$ cat src/rtl/alu_seq_param.sv
// alu_seq_param: registered ALU with a valid/ready operand handshake.
// Logic and arithmetic ops finish in one cycle; shifts/rotates step one bit per cycle.
//
// Ports:
//   clock, reset_n      rising-edge clock, asynchronous active-low reset
//   in_valid, in_ready  operand handshake; in_ready is high only in IDLE
//   in1, in2, im, op    operand A, operand B, shift count, opcode
//   out_valid,out_ready result handshake; res and flags hold until consumed
//   res, CF/ZF/SF/OF    result register and flag registers
//   busy                high while shift steps remain
module alu_seq_param #(
    parameter int WIDTH = 8,
    parameter int SH_W  = 3
) (
    input  logic             clock,
    input  logic             reset_n,
    input  logic             in_valid,
    output logic             in_ready,
    input  logic [WIDTH-1:0] in1,
    input  logic [WIDTH-1:0] in2,
    input  logic [SH_W-1:0]  im,
    input  logic [4:0]       op,
    output logic             out_valid,
    input  logic             out_ready,
    output logic [WIDTH-1:0] res,
    output logic             CF,
    output logic             ZF,
    output logic             SF,
    output logic             OF,
    output logic             busy
);

    localparam int MSB = WIDTH - 1;

    localparam logic [4:0] OP_ADD   = 5'h01;
    localparam logic [4:0] OP_AND   = 5'h02;
    localparam logic [4:0] OP_SUB   = 5'h03;
    localparam logic [4:0] OP_OR    = 5'h04;
    localparam logic [4:0] OP_XOR   = 5'h05;
    localparam logic [4:0] OP_MOV   = 5'h06;
    localparam logic [4:0] OP_ADC   = 5'h07;
    localparam logic [4:0] OP_NOT   = 5'h08;
    localparam logic [4:0] OP_SAR   = 5'h09;
    localparam logic [4:0] OP_SLR   = 5'h0A;
    localparam logic [4:0] OP_SAL   = 5'h0B;
    localparam logic [4:0] OP_SLL   = 5'h0C;
    localparam logic [4:0] OP_ROL   = 5'h0D;
    localparam logic [4:0] OP_ROR   = 5'h0E;
    localparam logic [4:0] OP_SHOWR = 5'h1F;

    typedef enum logic [1:0] {
        S_IDLE,
        S_EXEC,
        S_SHIFT,
        S_DONE
    } state_t;

    state_t state, state_nxt;

    logic [WIDTH-1:0] a_q, b_q, w_q;
    logic [4:0]       op_q;
    logic [SH_W-1:0]  cnt_q;
    logic             wcf_q;

    logic accept, in_is_sh;

    assign accept   = in_valid && in_ready;
    assign in_is_sh = (op >= OP_SAR) && (op <= OP_ROR);

    // State register
    always_ff @(posedge clock or negedge reset_n) begin
        if (!reset_n) state <= S_IDLE;
        else          state <= state_nxt;
    end

    // Next-state logic
    always_comb begin
        state_nxt = state;
        case (state)
            S_IDLE: begin
                if (accept)
                    state_nxt = (in_is_sh && im != '0) ? S_SHIFT : S_EXEC;
            end
            S_EXEC:  state_nxt = S_DONE;
            S_SHIFT: if (cnt_q == '0) state_nxt = S_DONE;
            S_DONE:  if (out_ready) state_nxt = S_IDLE;
            default: state_nxt = S_IDLE;
        endcase
    end

    // Handshake outputs
    always_comb begin
        in_ready  = (state == S_IDLE);
        out_valid = (state == S_DONE);
        busy      = (state == S_SHIFT) && (cnt_q != '0);
    end

    // Single-cycle datapath. ex_wr/ex_fl/ex_zs select which of
    // res, {CF,OF} and {ZF,SF} the op is allowed to update.
    logic [WIDTH:0]   sum, dif;
    logic [WIDTH-1:0] ex_res;
    logic             ex_cf, ex_of, ex_wr, ex_fl, ex_zs, cin;

    assign cin = (op_q == OP_ADC) && CF;
    assign sum = {1'b0, a_q} + {1'b0, b_q} + {{WIDTH{1'b0}}, cin};
    assign dif = {1'b0, a_q} - {1'b0, b_q};

    always_comb begin
        ex_res = res;
        ex_cf  = CF;
        ex_of  = OF;
        ex_wr  = 1'b1;
        ex_fl  = 1'b1;
        ex_zs  = 1'b1;
        case (op_q)
            OP_ADD, OP_ADC: begin
                ex_res = sum[MSB:0];
                ex_cf  = sum[WIDTH];
                ex_of  = (a_q[MSB] == b_q[MSB]) &&
                         (sum[MSB] != a_q[MSB]);
            end
            OP_SUB: begin
                ex_res = dif[MSB:0];
                ex_cf  = dif[WIDTH];
                ex_of  = (a_q[MSB] != b_q[MSB]) &&
                         (dif[MSB] != a_q[MSB]);
            end
            OP_AND: begin
                ex_res = a_q & b_q;
                ex_cf  = 1'b0;
                ex_of  = 1'b0;
            end
            OP_OR: begin
                ex_res = a_q | b_q;
                ex_cf  = 1'b0;
                ex_of  = 1'b0;
            end
            OP_XOR: begin
                ex_res = a_q ^ b_q;
                ex_cf  = 1'b0;
                ex_of  = 1'b0;
            end
            OP_NOT: begin
                ex_res = ~a_q;
                ex_cf  = 1'b0;
                ex_of  = 1'b0;
            end
            OP_MOV: begin
                ex_res = b_q;
                ex_fl  = 1'b0;
                ex_zs  = 1'b0;
            end
            OP_SHOWR: begin
                ex_res = a_q;
                ex_fl  = 1'b0;
                ex_zs  = 1'b0;
            end
            // Zero-count shift: pass operand, keep CF, clear OF
            OP_SAR, OP_SLR, OP_SAL, OP_SLL, OP_ROL, OP_ROR: begin
                ex_res = a_q;
                ex_of  = 1'b0;
            end
            default: begin
                ex_wr = 1'b0;
                ex_fl = 1'b0;
                ex_zs = 1'b0;
            end
        endcase
    end

    // One shift/rotate step on the working register
    logic [WIDTH-1:0] st_w;
    logic             st_c, sh_of;

    always_comb begin
        st_w = w_q;
        st_c = wcf_q;
        case (op_q)
            OP_SAR: begin
                st_w = {w_q[MSB], w_q[MSB:1]};
                st_c = w_q[0];
            end
            OP_SLR: begin
                st_w = {1'b0, w_q[MSB:1]};
                st_c = w_q[0];
            end
            OP_SAL, OP_SLL: begin
                st_w = {w_q[MSB-1:0], 1'b0};
                st_c = w_q[MSB];
            end
            OP_ROL: begin
                st_w = {w_q[MSB-1:0], w_q[MSB]};
                st_c = w_q[MSB];
            end
            OP_ROR: begin
                st_w = {w_q[0], w_q[MSB:1]};
                st_c = w_q[0];
            end
            default: ;
        endcase
    end

    always_comb begin
        case (op_q)
            OP_SAR:  sh_of = 1'b0;
            OP_SLR:  sh_of = a_q[MSB];
            default: sh_of = a_q[MSB] ^ w_q[MSB];
        endcase
    end

    // Operand latches, shift working state, result and flag registers
    always_ff @(posedge clock or negedge reset_n) begin
        if (!reset_n) begin
            a_q   <= '0;
            b_q   <= '0;
            w_q   <= '0;
            op_q  <= '0;
            cnt_q <= '0;
            wcf_q <= 1'b0;
            res   <= '0;
            CF    <= 1'b0;
            ZF    <= 1'b0;
            SF    <= 1'b0;
            OF    <= 1'b0;
        end else begin
            case (state)
                S_IDLE: begin
                    if (accept) begin
                        a_q   <= in1;
                        b_q   <= in2;
                        w_q   <= in1;
                        op_q  <= op;
                        cnt_q <= im;
                        wcf_q <= CF;
                    end
                end
                S_EXEC: begin
                    if (ex_wr) res <= ex_res;
                    if (ex_fl) begin
                        CF <= ex_cf;
                        OF <= ex_of;
                    end
                    if (ex_zs) begin
                        ZF <= (ex_res == '0);
                        SF <= ex_res[MSB];
                    end
                end
                S_SHIFT: begin
                    if (cnt_q != '0) begin
                        w_q   <= st_w;
                        wcf_q <= st_c;
                        cnt_q <= cnt_q - 1'b1;
                    end else begin
                        res <= w_q;
                        CF  <= wcf_q;
                        ZF  <= (w_q == '0);
                        SF  <= w_q[MSB];
                        OF  <= sh_of;
                    end
                end
                default: ;
            endcase
        end
    end

endmodule

$ cat config.mk
export PLATFORM = sky130hd
export DESIGN_NAME = alu_seq_param
export DESIGN_NICKNAME = d
export VERILOG_FILES = /design/src/rtl/alu_seq_param.sv
export SDC_FILE = /design/constraint.sdc
export NUM_CORES = 1
export LEC_CHECK = 0
export ABC_AREA = 0
export BUFFER_PORTS_ARGS = -buffer_cell sky130_fd_sc_hd__buf_2
export CORE_MARGIN = 3
export CORE_UTILIZATION = 35
export CTS_CLUSTER_DIAMETER = 150
export CTS_CLUSTER_SIZE = 16
export DETAILED_ROUTE_END_ITERATION = 6
export PLACE_DENSITY = 0.56
export SYNTH_ARGS = -nofsm -noshare
export SYNTH_HDL_FRONTEND = slang
export SYNTH_SLANG_ARGS = --single-unit
$ cat constraint.sdc
create_clock -name clock -period 6.15 [get_ports clock]
set_clock_uncertainty 0.15 [all_clocks]
set_input_delay 1.23 -clock clock [delete_from_list [all_inputs] [get_ports clock]]
set_output_delay 1.23 -clock clock [all_outputs]
set_load 0.05 [all_outputs]
After elaboration in Yosys (flattened, before gate mapping)
Index checks and enable logic that the tools add are counted.
{"block": "word_totals", "ff_bits": 47, "latchBits": 0, "ramBits": 0, "romBits": 0, "input_bits": 28, "out_inout_bits": 15, "wordCells": 130, "mem_count": 0}
{"block": "op_classes", "n_addsub": 4, "n_mul": 0, "div": 0, "magnitude_cmp": 2, "n_eq_ne": 35, "n_shift": 0, "n_mux": 37, "bitwise": 5, "n_reduce_logical": 34}
{"operator": "$pmux 8 s8", "n": 1}
{"operator": "$pmux 8 s5", "n": 1}
{"operator": "$eq 5x4->1 const B", "n": 7}
{"operator": "$mux 8", "n": 4}
{"operator": "$pmux 8 s2", "n": 2}
{"operator": "$eq 5x3->1 const B", "n": 4}
{"operator": "$logic_not 8->1", "n": 2}
{"operator": "$reduce_and 4->1", "n": 4}
{"operator": "$reduce_or 15->1", "n": 1}
{"operator": "$pmux 1 s2", "n": 7}
{"operator": "$reduce_or 13->1", "n": 1}
{"operator": "$mux 1", "n": 12}
{"operator": "$reduce_and 3->1", "n": 4}
{"operator": "$eq 5x2->1 const B", "n": 2}
{"operator": "$ne 2x2->1 const B", "n": 5}
{"operator": "$reduce_or 10->1", "n": 1}
{"operator": "$add 8x8->9", "n": 1}
{"operator": "$add 9x1->9", "n": 1}
{"operator": "$sub 8x8->9", "n": 1}
{"operator": "$and 8x8->8", "n": 1}
{"operator": "$mux 2", "n": 4}
{"operator": "$ne 4x4->1 const B", "n": 2}
{"operator": "$not 8->8", "n": 1}
{"operator": "$or 8x8->8", "n": 1}
{"operator": "other kinds (30)", "n": 47}

Longest topological paths before layout
Gate-level depths: netlist of run 1.
{"block": "logic_depth", "word_depth": 8, "depth_mapped": 12, "ltp_nobuf": 11}

Worst setup path before layout of run 1
No wires, ideal clock.
{"block": "synth_timing", "kind": "register to register", "from": "register op_q[4]", "to": "register ZF", "setup_ns": 0.076, "arrival_time_ns": 3.799, "required_time_ns": 5.924, "path_slack_ns": 2.124, "path_stages_with_launch": 13, "path_buffers": 1, "period_less_slack_ns": 4.026, "cell_sequence": "dfrtp_1 clkbuf_1 or3b_2 or3_1 fa_1 fa_1 nand2b_1 a21oi_1 a31o_2 o221ai_1 a221o_1 or4b_1 o21ai_1"}
{"block": "synth_via", "elab_chain_len": 7, "word_cells_on_any_way": 27, "cone_classes": "add/sub (1); eq/ne (16); mux (4); reduce/logical (6)"}
{"element": "start, declared", "line": "61", "text": "logic [4:0] op_q;"}
{"element": "start signal, assigned", "line": "232", "text": "op_q <= op;"}
{"element": "$eq 5x3->1", "line": "104, 115"}
{"element": "$logic_and 1x1->1", "line": "104", "text": "assign cin = (op_q == OP_ADC) && CF;"}
{"element": "$add 9x1->9", "line": "105", "text": "assign sum = {1'b0, a_q} + {1'b0, b_q} + {{WIDTH{1'b0}}, cin};"}
{"element": "$pmux 8 s8", "line": "115", "text": "case (op_q)"}
{"element": "$logic_not 8->1", "line": "244", "text": "ZF <= (ex_res == '0);"}
{"element": "$mux 1", "line": "243", "text": "if (ex_zs) begin"}
{"element": "$pmux 1 s2", "line": "226", "text": "case (state)"}
{"element": "end signal, assigned", "line": "244"}
{"element": "end signal, assigned", "line": "256", "text": "ZF <= (w_q == '0);"}
{"element": "end, declared", "line": "27", "text": "output logic ZF,"}
Several ways; a longest one is shown, not always the timed one. The select of a mux whose other input is x is not followed.
A chain may end at the register's enable or synchronous reset.

Final worst setup path of run 1
{"block": "layout_timing", "from": "register op_q[2]", "to": "register ZF"}
Same word-level chain as after synthesis.

==> impl_metrics.tcl, run 1 <==
set metrics [dict create \
    gp_congestion 0.9570 \
    ys_ff_latch 47 \
    initial_core_util 0.3614 \
    async_flop_share 1.000 \
    drt-initial-drc-count 392 \
    finalSetupTns_ns 0 \
    grt_pass1_vias 3467 \
    drtPass1Iterations 6 \
    grt_max_degree 48 \
    crit_required_ns 6.22 \
    cts_setup_buffers 0 \
    netlist_area_um2 3969 \
    clk_pin_slew_ns 0.07 \
    route.detailed.vias_per_inst 5.708 \
    dp_hpwl_um 8844 \
    period_share 0.7421 \
    grt_pass1_wl_um 18930 \
    area_growth_syn_to_layout_pct 11.44 \
    min_period_ns 4.564 \
    r2r_setup_slack_ns 1.59 \
    holdPathEnd "cnt_q[0]" \
    dieArea_um2 12650 \
    ant_nets 0 \
    layout_common_cells "nand2_1, dfrtp_1, buf_2" \
    final_common_cell "nand2_1" \
    setup_viol 0 \
    clkLatencyLatePin_ns 0.30 \
    worstSetupStartpointType "flip-flop" \
    synth_top_area_frac 0.2963 \
    synth_cell_types 67 \
    clock-sinks 47 \
    maxCapViolations 0 \
    path_class "flip-flop to flip-flop" \
    row_count 38 \
    grt_usage 0.1870 \
    crit_slowest_cell "dfrtp_1" \
    drive_gt1_frac 0.1694 \
    timing_hold_violations_final 0 \
    max_slew.worst_pin.slew_ns 1.099 \
    nNetsFinal 550 \
    postSynthCellCount 464 \
    post-synth-top-area-cell "dfrtp_1" \
    cts_resized 0 \
    worstReg2RegEnd "ZF" \
    die_w_um 112.5 \
    ys.flop_type "dfrtp_1" \
    ios 43 \
    reg2regPathDepth 11 \
    cp-end-kind "flip-flop" \
    synth_edf_count 0 \
    ctsHtreeMaxLevel 2 \
    rsz0062_at_grt "no" \
    antenna_found_initial 0 \
    fmax_ghz 0.2191 \
    max_stage_delay_ns 0.80 \
    die_h_um 112.5 \
    cp_common_cell "fa_1" \
    hold_path.startpoint "cnt_q[0]" \
    dp_cells 622 \
    numCtsBuffers 5 \
    hp-class "flip-flop to flip-flop" \
    hold_buffers 0 \
    r2r_start "op_q[2]" \
    synth_nets 525 \
    path_cells "or3b_2 > or3_1 > fa_1 > fa_1 > nand2b_1 > a21oi_1 > a31o_2 > o221ai_1 > a221o_1 > or4b_1 > o21ai_1" \
    portBuffers 42 \
    max-clock-path-buffers 2 \
    synth_area_leaders "dfrtp_1, ha_1, mux2_2" \
    root_buffer "clkbuf_16" \
    avgSynthCellArea_um2 8.553 \
    wl_per_cell_um 18.45 \
    core_um2 10980 \
    wl_um 11630 \
    cts_tree "built" \
    worst-path-max-fanout 24 \
    yosysSeqAreaShare 0.2963 \
    antenna_cells 0 \
    synth_warnings 0 \
    drcViolationCount 0 \
    vias 3596 \
    grt_overflow 0 \
    cp.arrival_ns 4.64 \
    drv_slew 0 \
    whs_path_depth 1 \
    fin_cells 630 \
    slew_headroom 0.2675 \
    outcome "completed" \
]
==> per-layer routing <==
layer	GRT usage	routed length, µm
met1	0.2724	5572
met2	0.2928	5227
met3	0.02749	663
met4	0.04487	163
met5	0	0
==> worst max-delay path, delay by kind of cell, from the launching register on <==
family          cells  cell delay (ns)
fa+ha+maj           2             0.86
simple gates        4             1.64
flops               1             0.80
compound gates      5             1.05
==> per-stage QoR <==
| stage | hold WS (ns) | worst slack [ns] | utilization | area (µm²) |
|---|---|---|---|---|
| 2_1_floorplan | 0.2946 | 2.124 | - | 3969 |
| 3_3_place_gp | 0.3232 | 1.727 | 0.3870 | 4250 |
| 3_5_place_dp | 0.3329 | 1.657 | 0.3870 | 4250 |
| 4_1_cts | 0.3481 | 1.633 | 0.4027 | 4423 |
| 5_1_grt | 0.3834 | 1.386 | 0.4027 | 4423 |
| 6_report | 0.3424 | 1.586 | 0.4027 | 4423 |
==> worst max-delay path by stage <==
stage	endpoint	cells after the start	startpoint	slack (ns)
floorplan	ZF	12	op_q[4]	2.12
global placement	ZF	11	op_q[2]	1.73
detailed placement	ZF	11	op_q[2]	1.66
CTS	ZF	11	op_q[2]	1.63
global route	ZF	11	op_q[2]	1.39
finish	ZF	11	op_q[2]	1.59
==> registers in the layout (all words and copies together) (netlist names) <==
signal	count
w_q	8
wcf_q	1
a_q	8
OF	1
ZF	1
state	2
SF	1
cnt_q	3
res	8
CF	1
op_q	5
b_q	8
==> cell families (layout without fill, tap and decap cells) <==
kind of cell             count (synthesis)  after routing  share of synthesized area
AO/OA/AOI/OAI                          141            141                     0.2528
flip-flops                              47             47                     0.2963
adder cells (fa/ha/maj)                 33             33                     0.1097
multiplexers                            34             34                    0.09269
AND/OR/NAND/NOR                        146            146                     0.1778
buffers and inverters                   61             87                    0.06431
XOR/XNOR                                 2              2                   0.006307
==> synthesized netlist by cell type, types with 4 or more instances <==
library cell,count
mux2i_1,12
nand2_1,51
or3_1,4
a22o_1,5
clkbuf_1,16
nor2_1,36
inv_1,35
a21o_1,7
o21ai_0,30
a221oi_1,5
o31ai_1,5
a21oi_1,17
a22oi_1,4
nand4_1,4
ha_1,30
nand2b_1,8
nor3_1,11
a2111oi_0,5
mux2_2,22
dfrtp_1,47
o22ai_1,6
nor2b_1,7
buf_2,6
a31oi_1,4
a221o_1,7
o211ai_1,7
nand3_1,7
==> cell type report <==
| cell class | instances | area (µm²) |
|---|---|---|
| Fill cell | 1083 | 6560 |
| Multi-Input combinational cell | 356 | 2542 |
| Sequential cell | 47 | 1176 |
| Timing Repair Buffer | 44 | 225.2 |
| Tap cell | 140 | 175.2 |
| Inverter | 35 | 131.4 |
| Clock buffer | 5 | 125.1 |
| Clock inverter | 3 | 47.55 |
Power of run 1 is not shown: default switching activity piles up to over one toggle a cycle in this logic, so the estimate is an artifact.
==> run 2, diff against run 1 <==
--- a/config.mk
+++ b/config.mk
@@ -12,7 +12,7 @@
 export CTS_CLUSTER_DIAMETER = 150
 export CTS_CLUSTER_SIZE = 16
 export DETAILED_ROUTE_END_ITERATION = 6
-export PLACE_DENSITY = 0.56
+export PLACE_DENSITY = 0.58
 export SYNTH_ARGS = -nofsm -noshare
 export SYNTH_HDL_FRONTEND = slang
 export SYNTH_SLANG_ARGS = --single-unit
==> constraint.sdc (replaced) <==
create_clock -name clock -period 4 [get_ports clock]
set_clock_uncertainty 0.15 [all_clocks]
set_input_delay 0.8 -clock clock [delete_from_list [all_inputs] [get_ports clock]]
set_output_delay 0.8 -clock clock [all_outputs]
set_load 0.05 [all_outputs]
==> impl_metrics.tcl, run 2 (synthesized netlist as in run 1, its figures left out) <==
set metrics [dict create \
    worstSetupStartpointType "flip-flop" \
    max_slew.worst_pin.slew_ns 1.094 \
    die_h_um 112.5 \
    initial_core_util 0.3614 \
    antenna_found_initial 0 \
    outcome "completed" \
    row_count 38 \
    rsz0062_at_grt "no" \
    ios 43 \
    grt_pass1_vias 3492 \
    drive_gt1_frac 0.1847 \
    cp-end-kind "flip-flop" \
    grt_max_degree 48 \
    portBuffers 42 \
    cp.arrival_ns 3.94 \
    clk_pin_slew_ns 0.07 \
    dieArea_um2 12650 \
    clkLatencyLatePin_ns 0.29 \
    numCtsBuffers 5 \
    postPlaceCellArea_um2 4309 \
    hp-class "flip-flop to flip-flop" \
    grt_usage 0.1879 \
    drv_slew 0 \
    ant_nets 0 \
    drcViolationCount 0 \
    route.detailed.vias_per_inst 5.730 \
    vias 3656 \
    period_share 0.9665 \
    drt-initial-drc-count 283 \
    gp_congestion 0.9545 \
    worst-path-max-fanout 3 \
    max-clock-path-buffers 2 \
    clock-sinks 47 \
    finalSetupTns_ns 0 \
    wl_um 11630 \
    crit_required_ns 4.07 \
    core_um2 10980 \
    area_growth_syn_to_layout_pct 12.26 \
    wl_per_cell_um 18.23 \
    root_buffer "clkbuf_16" \
    timing_hold_violations_final 0 \
    grt_pass1_wl_um 18950 \
    drtPass1Iterations 6 \
    layout_common_cells "nand2_1, dfrtp_1, buf_2" \
    antenna_cells 0 \
    grt_overflow 0 \
    cts_tree "built" \
    setup_viol 0 \
    min_period_ns 3.866 \
    postLayoutCellArea_um2 4456 \
    final_common_cell "nand2_1" \
    slew_headroom 0.2706 \
    dp_hpwl_um 9022 \
    die_w_um 112.5 \
    ctsHtreeMaxLevel 2 \
    maxCapViolations 0 \
    nNetsFinal 558 \
    fmax_ghz 0.2587 \
    path_class "flip-flop to flip-flop" \
]
## run 2: cell types whose count changed in the layout (fill, tap and decap cells not counted), sizes merged
cell and change:
bufinv -1, inv -1, clkbuf +1, clkinvlp +1, buf +8
## run 2: metal layers
layer / share of wire / global-route usage / wire, µm
met2: 0.45 / 0.2888 / 5246
met3: 0.054 / 0.03235 / 630
met4: 0.014 / 0.05048 / 161
met5: 0 / 0 / 0
met1: 0.48 / 0.2728 / 5594
## run 2: through the flow
stage               utilization  hold slack [ns]  setup WS (ns)  std cells
floorplan                     -           0.2946       0.009011        464
global placement         0.3923           0.3321        0.09444        630
detailed placement       0.3923           0.3295        0.05615        630
CTS                      0.4052           0.3508        0.02611        638
global route             0.4057           0.3852        0.01504        638
finish                   0.4057           0.3443         0.1342        638
## run 2: layout make-up
type | instances | area [µm²]
clock buffers | 6 | 128.9
inverters | 35 | 131.4
repair buffers | 52 | 285.3
multi-input cells | 356 | 2546
fillers | 1116 | 6528
clock inverters | 2 | 12.51
well taps | 140 | 175.2
flip-flops and latches | 47 | 1176
## run 2: critical path, cell delays in order (launching register included)
cell and delay [ns]:
dfrtp_1 0.37, or3b_2 0.47, or3_1 0.38, fa_2 0.39, fa_2 0.38, nand2b_1 0.16
a21oi_2 0.19, a31o_2 0.21, o221ai_1 0.12, a221o_1 0.32, or4b_1 0.52, o21ai_1 0.12
## run 2: path summary, 6_finish.rpt
| path | start | end | slack [ns] | cells after the start |
|---|---|---|---|---|
| worst max-delay path | op_q[3] | ZF | 0.13 | 11 |
| worst min-delay path | wcf_q | wcf_q | 0.34 | 2 |
| worst max register to register | op_q[3] | ZF | 0.13 | 11 |
| worst min register to register | wcf_q | wcf_q | 0.34 | 2 |
| max in group asynchronous | reset_n | b_q[1] | 2.47 | 1 |
| min in group asynchronous | reset_n | w_q[4] | 0.56 | 1 |
## run 2: timing repair
item | in CTS | in global routing
resized for setup | 0 | 2
setup endpoints to repair | 0 | 1
hold endpoints to repair | 0 | 0
buffers inserted | 0 | 0
hold buffers | 0 | 0
Power of run 2 is left out for the same reason.
